## config.mk

```make
export PLATFORM = sky130hd
export DESIGN_NAME = kb_key_tracker_flat
export DESIGN_NICKNAME = d
export VERILOG_FILES = /design/src/rtl/kb_key_tracker_if.sv /design/src/rtl/kb_key_tracker.sv /design/src/flat_wrapper.sv
export SDC_FILE = /design/constraint.sdc
export NUM_CORES = 1
export LEC_CHECK = 0
export BUFFER_PORTS_ARGS = -buffer_cell sky130_fd_sc_hd__buf_2
export CAP_MARGIN = 5
export CORE_ASPECT_RATIO = 1.2
export CORE_UTILIZATION = 61
export CTS_BUF_LIST = sky130_fd_sc_hd__clkbuf_8
export CTS_CLUSTER_DIAMETER = 120
export CTS_CLUSTER_SIZE = 30
export DETAILED_ROUTE_END_ITERATION = 10
export GPL_ROUTABILITY_DRIVEN = 0
export PLACE_DENSITY_LB_ADDON = 0.15
export SYNTH_ARGS = -nofsm -noshare
export SYNTH_HDL_FRONTEND = slang
export SYNTH_SLANG_ARGS = --single-unit
```

## constraint.sdc

```tcl
create_clock -name clk -period 4.95 [get_ports clk]
set_input_delay 0.2475 -clock clk [delete_from_list [all_inputs] [get_ports clk]]
set_output_delay 0.2475 -clock clk [all_outputs]
set_load 0.05 [all_outputs]
```

## src/rtl/kb_key_tracker_if.sv

```systemverilog
// Bundle between the PS/2 receiver / game FSM and kb_key_tracker.
// The master side drives scancode strobes and evt_ready; the slave side is the tracker.
interface kb_key_tracker_if #(
  parameter int PTR_W = 3
);
  logic [7:0]     key_code;
  logic           key_valid;
  logic           key_released;
  logic [7:0]     key_held;
  logic           evt_valid;
  logic [3:0]     evt_data;
  logic           evt_ready;
  logic [PTR_W:0] fifo_count;
  logic           overflow;

  modport master (
    output key_code, key_valid, key_released, evt_ready,
    input  key_held, evt_valid, evt_data, fifo_count, overflow
  );

  modport slave (
    input  key_code, key_valid, key_released, evt_ready,
    output key_held, evt_valid, evt_data, fifo_count, overflow
  );
endinterface

```

## src/rtl/kb_key_tracker.sv

```systemverilog
// Maps PS/2 scancodes of 8 game keys to a held-key bitmap and a press/release event FIFO.
// Optional macro ARROW_ALIAS_EN aliases E0-prefixed arrow keys onto the WASD indices.
module kb_key_tracker #(
  parameter int FIFO_DEPTH = 8,
  parameter int PTR_W      = 3
) (
  input logic            clk,
  input logic            rst_n,
  kb_key_tracker_if.slave bus
);

  typedef enum logic {NORM, EXT} state_e;

  localparam logic [7:0]     PREFIX_CODE = 8'hE0;
  localparam logic [PTR_W:0] FULL_COUNT  = (PTR_W + 1)'(FIFO_DEPTH);

  state_e            state_q, state_d;
  logic [7:0]        held_q, held_d;
  logic [PTR_W-1:0]  wr_ptr_q, rd_ptr_q;
  logic [PTR_W:0]    count_q, count_d;
  logic              ovf_q, ovf_d;
  logic [3:0]        mem [FIFO_DEPTH];

  logic              is_make, is_strobe, is_prefix;
  logic              hit;
  logic [2:0]        idx;
  logic              push, push_ok, pop, full;
  logic [3:0]        push_data;

  // A simultaneous break strobe overrides the make strobe.
  assign is_strobe = bus.key_valid | bus.key_released;
  assign is_make   = bus.key_valid & ~bus.key_released;
  assign is_prefix = is_make && (bus.key_code == PREFIX_CODE);

  always_ff @(posedge clk or negedge rst_n) begin
    if (!rst_n) state_q <= NORM;
    else        state_q <= state_d;
  end

  always_comb begin
    state_d = state_q;
    if (is_prefix)      state_d = EXT;
    else if (is_strobe) state_d = NORM;
  end

  always_comb begin
    hit = 1'b0;
    idx = 3'd0;
    if (is_strobe && !is_prefix) begin
      if (state_q == NORM) begin
        hit = 1'b1;
        case (bus.key_code)
          8'h1D:   idx = 3'd0;
          8'h1C:   idx = 3'd1;
          8'h1B:   idx = 3'd2;
          8'h23:   idx = 3'd3;
          8'h29:   idx = 3'd4;
          8'h5A:   idx = 3'd5;
          8'h76:   idx = 3'd6;
          8'h4D:   idx = 3'd7;
          default: hit = 1'b0;
        endcase
      end else begin
`ifdef ARROW_ALIAS_EN
        hit = 1'b1;
        case (bus.key_code)
          8'h75:   idx = 3'd0;
          8'h6B:   idx = 3'd1;
          8'h72:   idx = 3'd2;
          8'h74:   idx = 3'd3;
          default: hit = 1'b0;
        endcase
`else
        hit = 1'b0;
`endif
      end
    end
  end

  // Only edges of the held bitmap produce events, which filters typematic repeats.
  always_comb begin
    held_d    = held_q;
    push      = 1'b0;
    push_data = {is_make, idx};
    if (hit) begin
      if (is_make && !held_q[idx]) begin
        held_d[idx] = 1'b1;
        push        = 1'b1;
      end else if (!is_make && held_q[idx]) begin
        held_d[idx] = 1'b0;
        push        = 1'b1;
      end
    end
  end

  assign full    = (count_q == FULL_COUNT);
  assign pop     = (count_q != '0) && bus.evt_ready;
  assign push_ok = push && (!full || pop);

  always_comb begin
    count_d = count_q + {{PTR_W{1'b0}}, push_ok} - {{PTR_W{1'b0}}, pop};
    ovf_d   = ovf_q | (push && !push_ok);
  end

  always_ff @(posedge clk or negedge rst_n) begin
    if (!rst_n) begin
      held_q   <= '0;
      wr_ptr_q <= '0;
      rd_ptr_q <= '0;
      count_q  <= '0;
      ovf_q    <= 1'b0;
    end else begin
      held_q  <= held_d;
      count_q <= count_d;
      ovf_q   <= ovf_d;
      if (push_ok) wr_ptr_q <= wr_ptr_q + 1'b1;
      if (pop)     rd_ptr_q <= rd_ptr_q + 1'b1;
    end
  end

  always_ff @(posedge clk) begin
    if (push_ok) mem[wr_ptr_q] <= push_data;
  end

  assign bus.key_held   = held_q;
  assign bus.evt_valid  = (count_q != '0);
  assign bus.evt_data   = (count_q != '0) ? mem[rd_ptr_q] : 4'h0;
  assign bus.fifo_count = count_q;
  assign bus.overflow   = ovf_q;

endmodule

```

## src/flat_wrapper.sv

```systemverilog
// flat-port wrapper written by rule: the top's interface ports become plain ports
module kb_key_tracker_flat 
#(
  parameter int FIFO_DEPTH = 8,
  parameter int PTR_W      = 3
)
  (clk, rst_n, bus_key_code, bus_key_valid, bus_key_released, bus_evt_ready, bus_key_held, bus_evt_valid, bus_evt_data, bus_fifo_count, bus_overflow);
  kb_key_tracker_if #(.PTR_W(PTR_W)) bus_i ();
  input logic clk;
  input logic rst_n;
  input wire logic [$bits(bus_i.key_code)-1:0] bus_key_code;
  input wire logic [$bits(bus_i.key_valid)-1:0] bus_key_valid;
  input wire logic [$bits(bus_i.key_released)-1:0] bus_key_released;
  input wire logic [$bits(bus_i.evt_ready)-1:0] bus_evt_ready;
  output wire logic [$bits(bus_i.key_held)-1:0] bus_key_held;
  output wire logic [$bits(bus_i.evt_valid)-1:0] bus_evt_valid;
  output wire logic [$bits(bus_i.evt_data)-1:0] bus_evt_data;
  output wire logic [$bits(bus_i.fifo_count)-1:0] bus_fifo_count;
  output wire logic [$bits(bus_i.overflow)-1:0] bus_overflow;
  assign bus_i.key_code = bus_key_code;
  assign bus_i.key_valid = bus_key_valid;
  assign bus_i.key_released = bus_key_released;
  assign bus_i.evt_ready = bus_evt_ready;
  assign bus_key_held = bus_i.key_held;
  assign bus_evt_valid = bus_i.evt_valid;
  assign bus_evt_data = bus_i.evt_data;
  assign bus_fifo_count = bus_i.fifo_count;
  assign bus_overflow = bus_i.overflow;
  kb_key_tracker #(.FIFO_DEPTH(FIFO_DEPTH), .PTR_W(PTR_W)) u_core (.clk(clk), .rst_n(rst_n), .bus(bus_i));
endmodule
```

==> Yosys cells after proc, flatten, opt, wreduce, memory -nomap -nowiden <==
Memory sizes are Yosys's and may differ from the RTL's.
Index checks and enable logic that the tools add are counted.
{ "totals": {"ff_bits": 20, "mem_count": 1, "mem_bits_rw": 32} }
{ "memory_table": {"columns": ["memory", "words", "width", "rd", "rd_clocked_by_memory_dff", "write_ports", "line_no", "text"], "rows": [
  ["u_core.mem", 8, 4, 1, 0, 1, "kb_key_tracker.sv:22", "logic [3:0] mem [FIFO_DEPTH];"]
]} }
{ "classes": {"mux": 20, "add_sub_neg": 4, "bitwise": 7, "n_reduce_logical": 19, "n_lt_le_gt_ge": 2, "n_eq_ne": 10} }
{ "op_table": {"columns": ["operator", "count"], "rows": [
  ["== test 8 x 5 -> 1 bit, second input constant", 3],
  ["== test 8 x 7 -> 1 bit, second input constant", 3],
  ["one-hot mux 3 bit (7 select lines)", 1],
  ["== test 8 x 6 -> 1 bit, second input constant", 2],
  ["two-way mux 8 bit", 2],
  ["two-way mux 1 bit", 12],
  ["AND 8 bit", 1],
  ["== test 8 bit, second input constant", 1],
  ["logical AND 1 bit", 8],
  ["NOT 8 bit", 1],
  ["bitwise OR 8 bit", 1],
  ["OR reduction 8 bit", 1],
  ["adder 3 x 1 -> 3 bit, second input constant", 2],
  ["two-way mux 3 bit", 2],
  ["logical NOT 1 bit", 5],
  ["adder 4 x 1 -> 4 bit", 1],
  ["== test 4 bit, second input constant", 1],
  ["< comparator 3 x 4 -> 1 bit, second input constant", 1],
  ["two-way mux 4 bit", 1],
  ["nonzero test 2 bit", 2],
  ["nonzero test 4 bit", 1],
  ["subtractor 4 x 1 -> 4 bit", 1],
  ["binary-select mux 1 bit (select 3 bit)", 1],
  ["demux 1 bit (select 3 bit)", 1],
  ["6 further kinds", 7]
]} }

==> Longest topological paths before layout <==
{ "depth": {"ltp_word": 16, "mapped_depth": 17, "mapped_depth_nobuf": 16} }

==> Least setup slack after synthesis <==
No wires, ideal clock.
{ "synth_timing": {"path_type": "in2reg", "start": "in bus_key_code[3]", "end": "mem u_core.mem[2][0], enable pin", "t_arrival_ns": 3.098, "setup_ns": 0.379, "required_time_ns": 4.571, "setup_slack_ns": 1.473, "cell_stages": 12, "cell_sequence": "or4b_1 o21ai_1 a21o_1 buf_4 nand2b_1 inv_2 a32oi_1 o211ai_1 ha_1 a211oi_4 nand2_4 nor4b_1"} }
{ "synth_between": {"elab_chain_len": 14} }
{ "synth_lines": {"columns": ["item", "line_no", "text"], "rows": [
  ["start: declaration", "flat_wrapper.sv:11", "input wire logic [$bits(bus_i.key_code)-1:0] bus_key_code;"],
  ["parallel branches: the longest is 4 deep, another holds == test 8 x 7 -> 1 bit", null, null],
  ["two-way mux 3 bit *", "kb_key_tracker.sv:49", "if (is_strobe && !is_prefix) begin"],
  ["net u_core.idx[0]", "kb_key_tracker.sv:26", "logic [2:0] idx;"],
  ["binary-select mux 1 bit (select 3 bit) *", "kb_key_tracker.sv:86, kb_key_tracker.sv:89", null],
  ["two-way mux 1 bit (implied by the code) *", "kb_key_tracker.sv:86, kb_key_tracker.sv:89", null],
  ["logical AND 1 bit / logical NOT 1 bit (equally long branches)", "kb_key_tracker.sv:89, kb_key_tracker.sv:86", null],
  ["two-way mux 1 bit / logical AND 1 bit (equally long branches)", "kb_key_tracker.sv:89, kb_key_tracker.sv:86", null],
  ["two-way mux 1 bit *", "kb_key_tracker.sv:86", "if (is_make && !held_q[idx]) begin"],
  ["two-way mux 1 bit *", "kb_key_tracker.sv:85", "if (hit) begin"],
  ["logical AND 1 bit *", "kb_key_tracker.sv:98", "assign push_ok = push && (!full || pop);"],
  ["two-way mux 1 bit *", "kb_key_tracker.sv:122", "if (push_ok) mem[wr_ptr_q] <= push_data;"],
  ["two-way mux 1 bit (implied by the code) *", "kb_key_tracker.sv:122", null],
  ["end: declaration", "kb_key_tracker.sv:22", null]
]} }
Mark *: on every way through the listed nets, which the timed path passes. The select of a mux whose other input is x is not followed.

==> Worst setup path in the final report <==
{ "layout_timing": {"start": "in bus_key_code[3]", "end": "mem u_core.mem[0][0], enable pin"} }
The elaborated chain is that of the path after synthesis.

==> metrics <==
RR Endpoint=u_core.mem[0][0]$_DFFE_PP_; Max Fclk=255 MHz; fin crit share=0.791; Worst Clk Skew=7.23 ps; Setup TNS=0 ps; # rows=26; relative slew slack=0.293; post-synthesis async set-or-reset flop share=0.385; clock buffer count from CTS=5; worst hold endpoint=u_core.state_q$_DFFE_PN0P_; Mapped Cells=198; Crit. Startpoint=bus_key_code[3]; min cycle time layout=3910 ps; critical path arrival=3840 ps; unrepaired setup endpoints after global routing=no; post-synth cell types=55; Worst Hold Slack=212 ps; Filler cells=279; clk buf depth=2; share of layout cells above drive strength 1=0.290; most common cell after layout, fill and taps aside=edfxtp_1; crit path launch type=input pin; EDFF count, synth=32; Post-synth top flop=edfxtp_1; FF+latch count, synth=52; die height=74.7 microns; leak pwr=1.27 nW; Synth-to-Final Area Change=11.7%; Core ar.=0.00423 sq mm; yosys warns=0; Via density=5.88; worst setup path class=in2reg; Crit Path Max Fanout=12; R2R Setup Slk=1420 ps; Die Area=0.00468 sq mm; PortBufs=30; Post-Syn Area per Cell=13.6 sq um; Clock Latency Late Sink=300 ps; metal2 WL=2.65 mm; most frequent cells in the layout=edfxtp_1, buf_2, dfrtp_1, inv_1; WL met1=1.96 mm; number of antenna violations at the first check in global routing=0; Syn Nets=221; sequential element share of the synthesized area=0.544; starting density of the core=0.636; Top Layer Used=met4; vias in the first global route=1,737; DRT antenna net count=0; I/O pins=31; TritonCTS clock tree=yes; worst r2r src=u_core.state_q$_DFFE_PN0P_; dpl hpwl=3.75 mm; CTS HTree Levels=2; pwr dens=453 mW/mm^2; global-route wire length before repair=8.16 mm; CTS root buf=clkbuf_8; Setup violations, final=0; antenna cells=0; Register-to-Register Path Depth=8; initial DRC count=72; largest net degree at the start of global routing=21; met3 WL post-DR=167 microns; total grt overflow=0; Least-Margin Pin Slew=1050 ps; status=finished, final reports clean; WL/cell=17.1 microns; via count=1,687; Netlist Area Pre-Place=0.00269 sq mm; HP Class=in2reg; Req. time, crit path=4880 ps; DRC viols=0; Pre-antenna DRT Iters=4; hold path start=bus_key_released; clock slew at reported path FFs=90 ps; VDD IR max=0.000224 V; Slew Limit Fails=0; # Max-Cap Violations=0; WL final=4.91 mm; worst hold path depth=3; fin nets=253; clk sinks=52; Total GRT Usage=0.236; crit end category=flop; Chip Width=62.6 microns; hold violation count in the final report=0
-- layer usage --
layer	track usage	up-vias
met4	0.111	0
met1	0.257	829
met5	0	-
met2	0.446	49
met3	0.0515	12
li1	-	797
-- report_power, final --
| group | total (mW) | internal [mW] | switching, mW |
|---|---|---|---|
| combinational | 0.503 | 0.193 | 0.310 |
| sequential | 0.570 | 0.496 | 0.0731 |
| clock | 0.287 | 0.150 | 0.138 |
| total | 1.36 | 0.839 | 0.520 |
-- worst max-delay path by stage --
stage / slack (ps) / cells past startpoint / to
2_1_floorplan: 1470 / 12 / u_core.mem[2][0]$_DFFE_PP_
3_3_place_gp: 1030 / 11 / u_core.mem[2][1]$_DFFE_PP_
3_5_place_dp: 730 / 12 / u_core.mem[2][3]$_DFFE_PP_
4_1_cts: 1040 / 12 / u_core.mem[2][3]$_DFFE_PP_
5_1_grt: 860 / 12 / u_core.mem[2][3]$_DFFE_PP_
6_report: 1040 / 12 / u_core.mem[0][0]$_DFFE_PP_
-- layout make-up --
class,instances,area (sq um),share of cell area
flip-flops and latches,52,1460,0.486
multi-input cells,123,1130,0.378
repair buffers,31,160,0.0533
well taps,56,70.1,0.0233
clock buffers,5,68.8,0.0229
inverters,17,66.3,0.0221
clock inverters,3,42.5,0.0142
-- synthesized netlist by cell type (2+ instances only) --
library cell	number	area (sq um)
mux4_2	8	180
mux2i_1	7	70.1
xor2_1	2	17.5
nor2b_1	2	12.5
nor4b_1	3	26.3
clkbuf_1	4	15.0
a211oi_4	2	40.0
nor4bb_1	2	20.0
ha_1	9	113
edfxtp_1	32	961
nand3_1	3	15.0
nand4bb_1	2	22.5
nand2b_1	2	12.5
mux2_2	7	78.8
o21ai_0	4	20.0
xnor2_1	4	35.0
o31ai_1	2	15.0
nand3b_1	2	15.0
inv_1	15	56.3
nor3_1	6	30.0
or3b_1	2	17.5
nor2_1	11	41.3
nand2_1	11	41.3
a21o_1	3	22.5
dfrtp_1	20	500
nor3b_2	2	25.0
and2_1	2	12.5
nand2_4	2	22.5
-- critical path: stages --
cell      delay (ps)
buf_2            130
or4b_1           590
o21ai_1          180
a21o_1           340
nand2b_1         230
inv_2            130
a32oi_1          230
o211ai_1         120
ha_1             380
a211oi_4         340
nand2_4          120
nor4_1           810
-- timing repair --
action,in CTS,in global routing
buffers inserted,0,0
hold endpoints to repair,20,0
hold buffers,1,0
gates resized for setup,0,0
-- kinds of logic after synthesis --
group                      count (synthesis)  synth area share
xor gates and xnor gates                   6            0.0195
buffers and inverters                     23            0.0344
AOI/OAI and AO/OA                         21            0.0651
muxes                                     23             0.127
and+or+nand+nor                           63             0.161
DFF                                       52             0.544
adders and majority gates                 10            0.0493
-- through the flow --
step	setup WS, ps	util	cell area [sq um]	total power [mW]	instances
6_report	1040	0.710	3000	1.36	287
5_1_grt	859	0.710	3000	1.44	287
4_1_cts	1040	0.710	3000	1.37	287
3_5_place_dp	727	0.682	2880	1.09	278
3_3_place_gp	1030	0.682	2880	1.06	278
2_1_floorplan	1470	-	2690	0.976	198
Note: power is estimated with default switching activity, not from simulation.
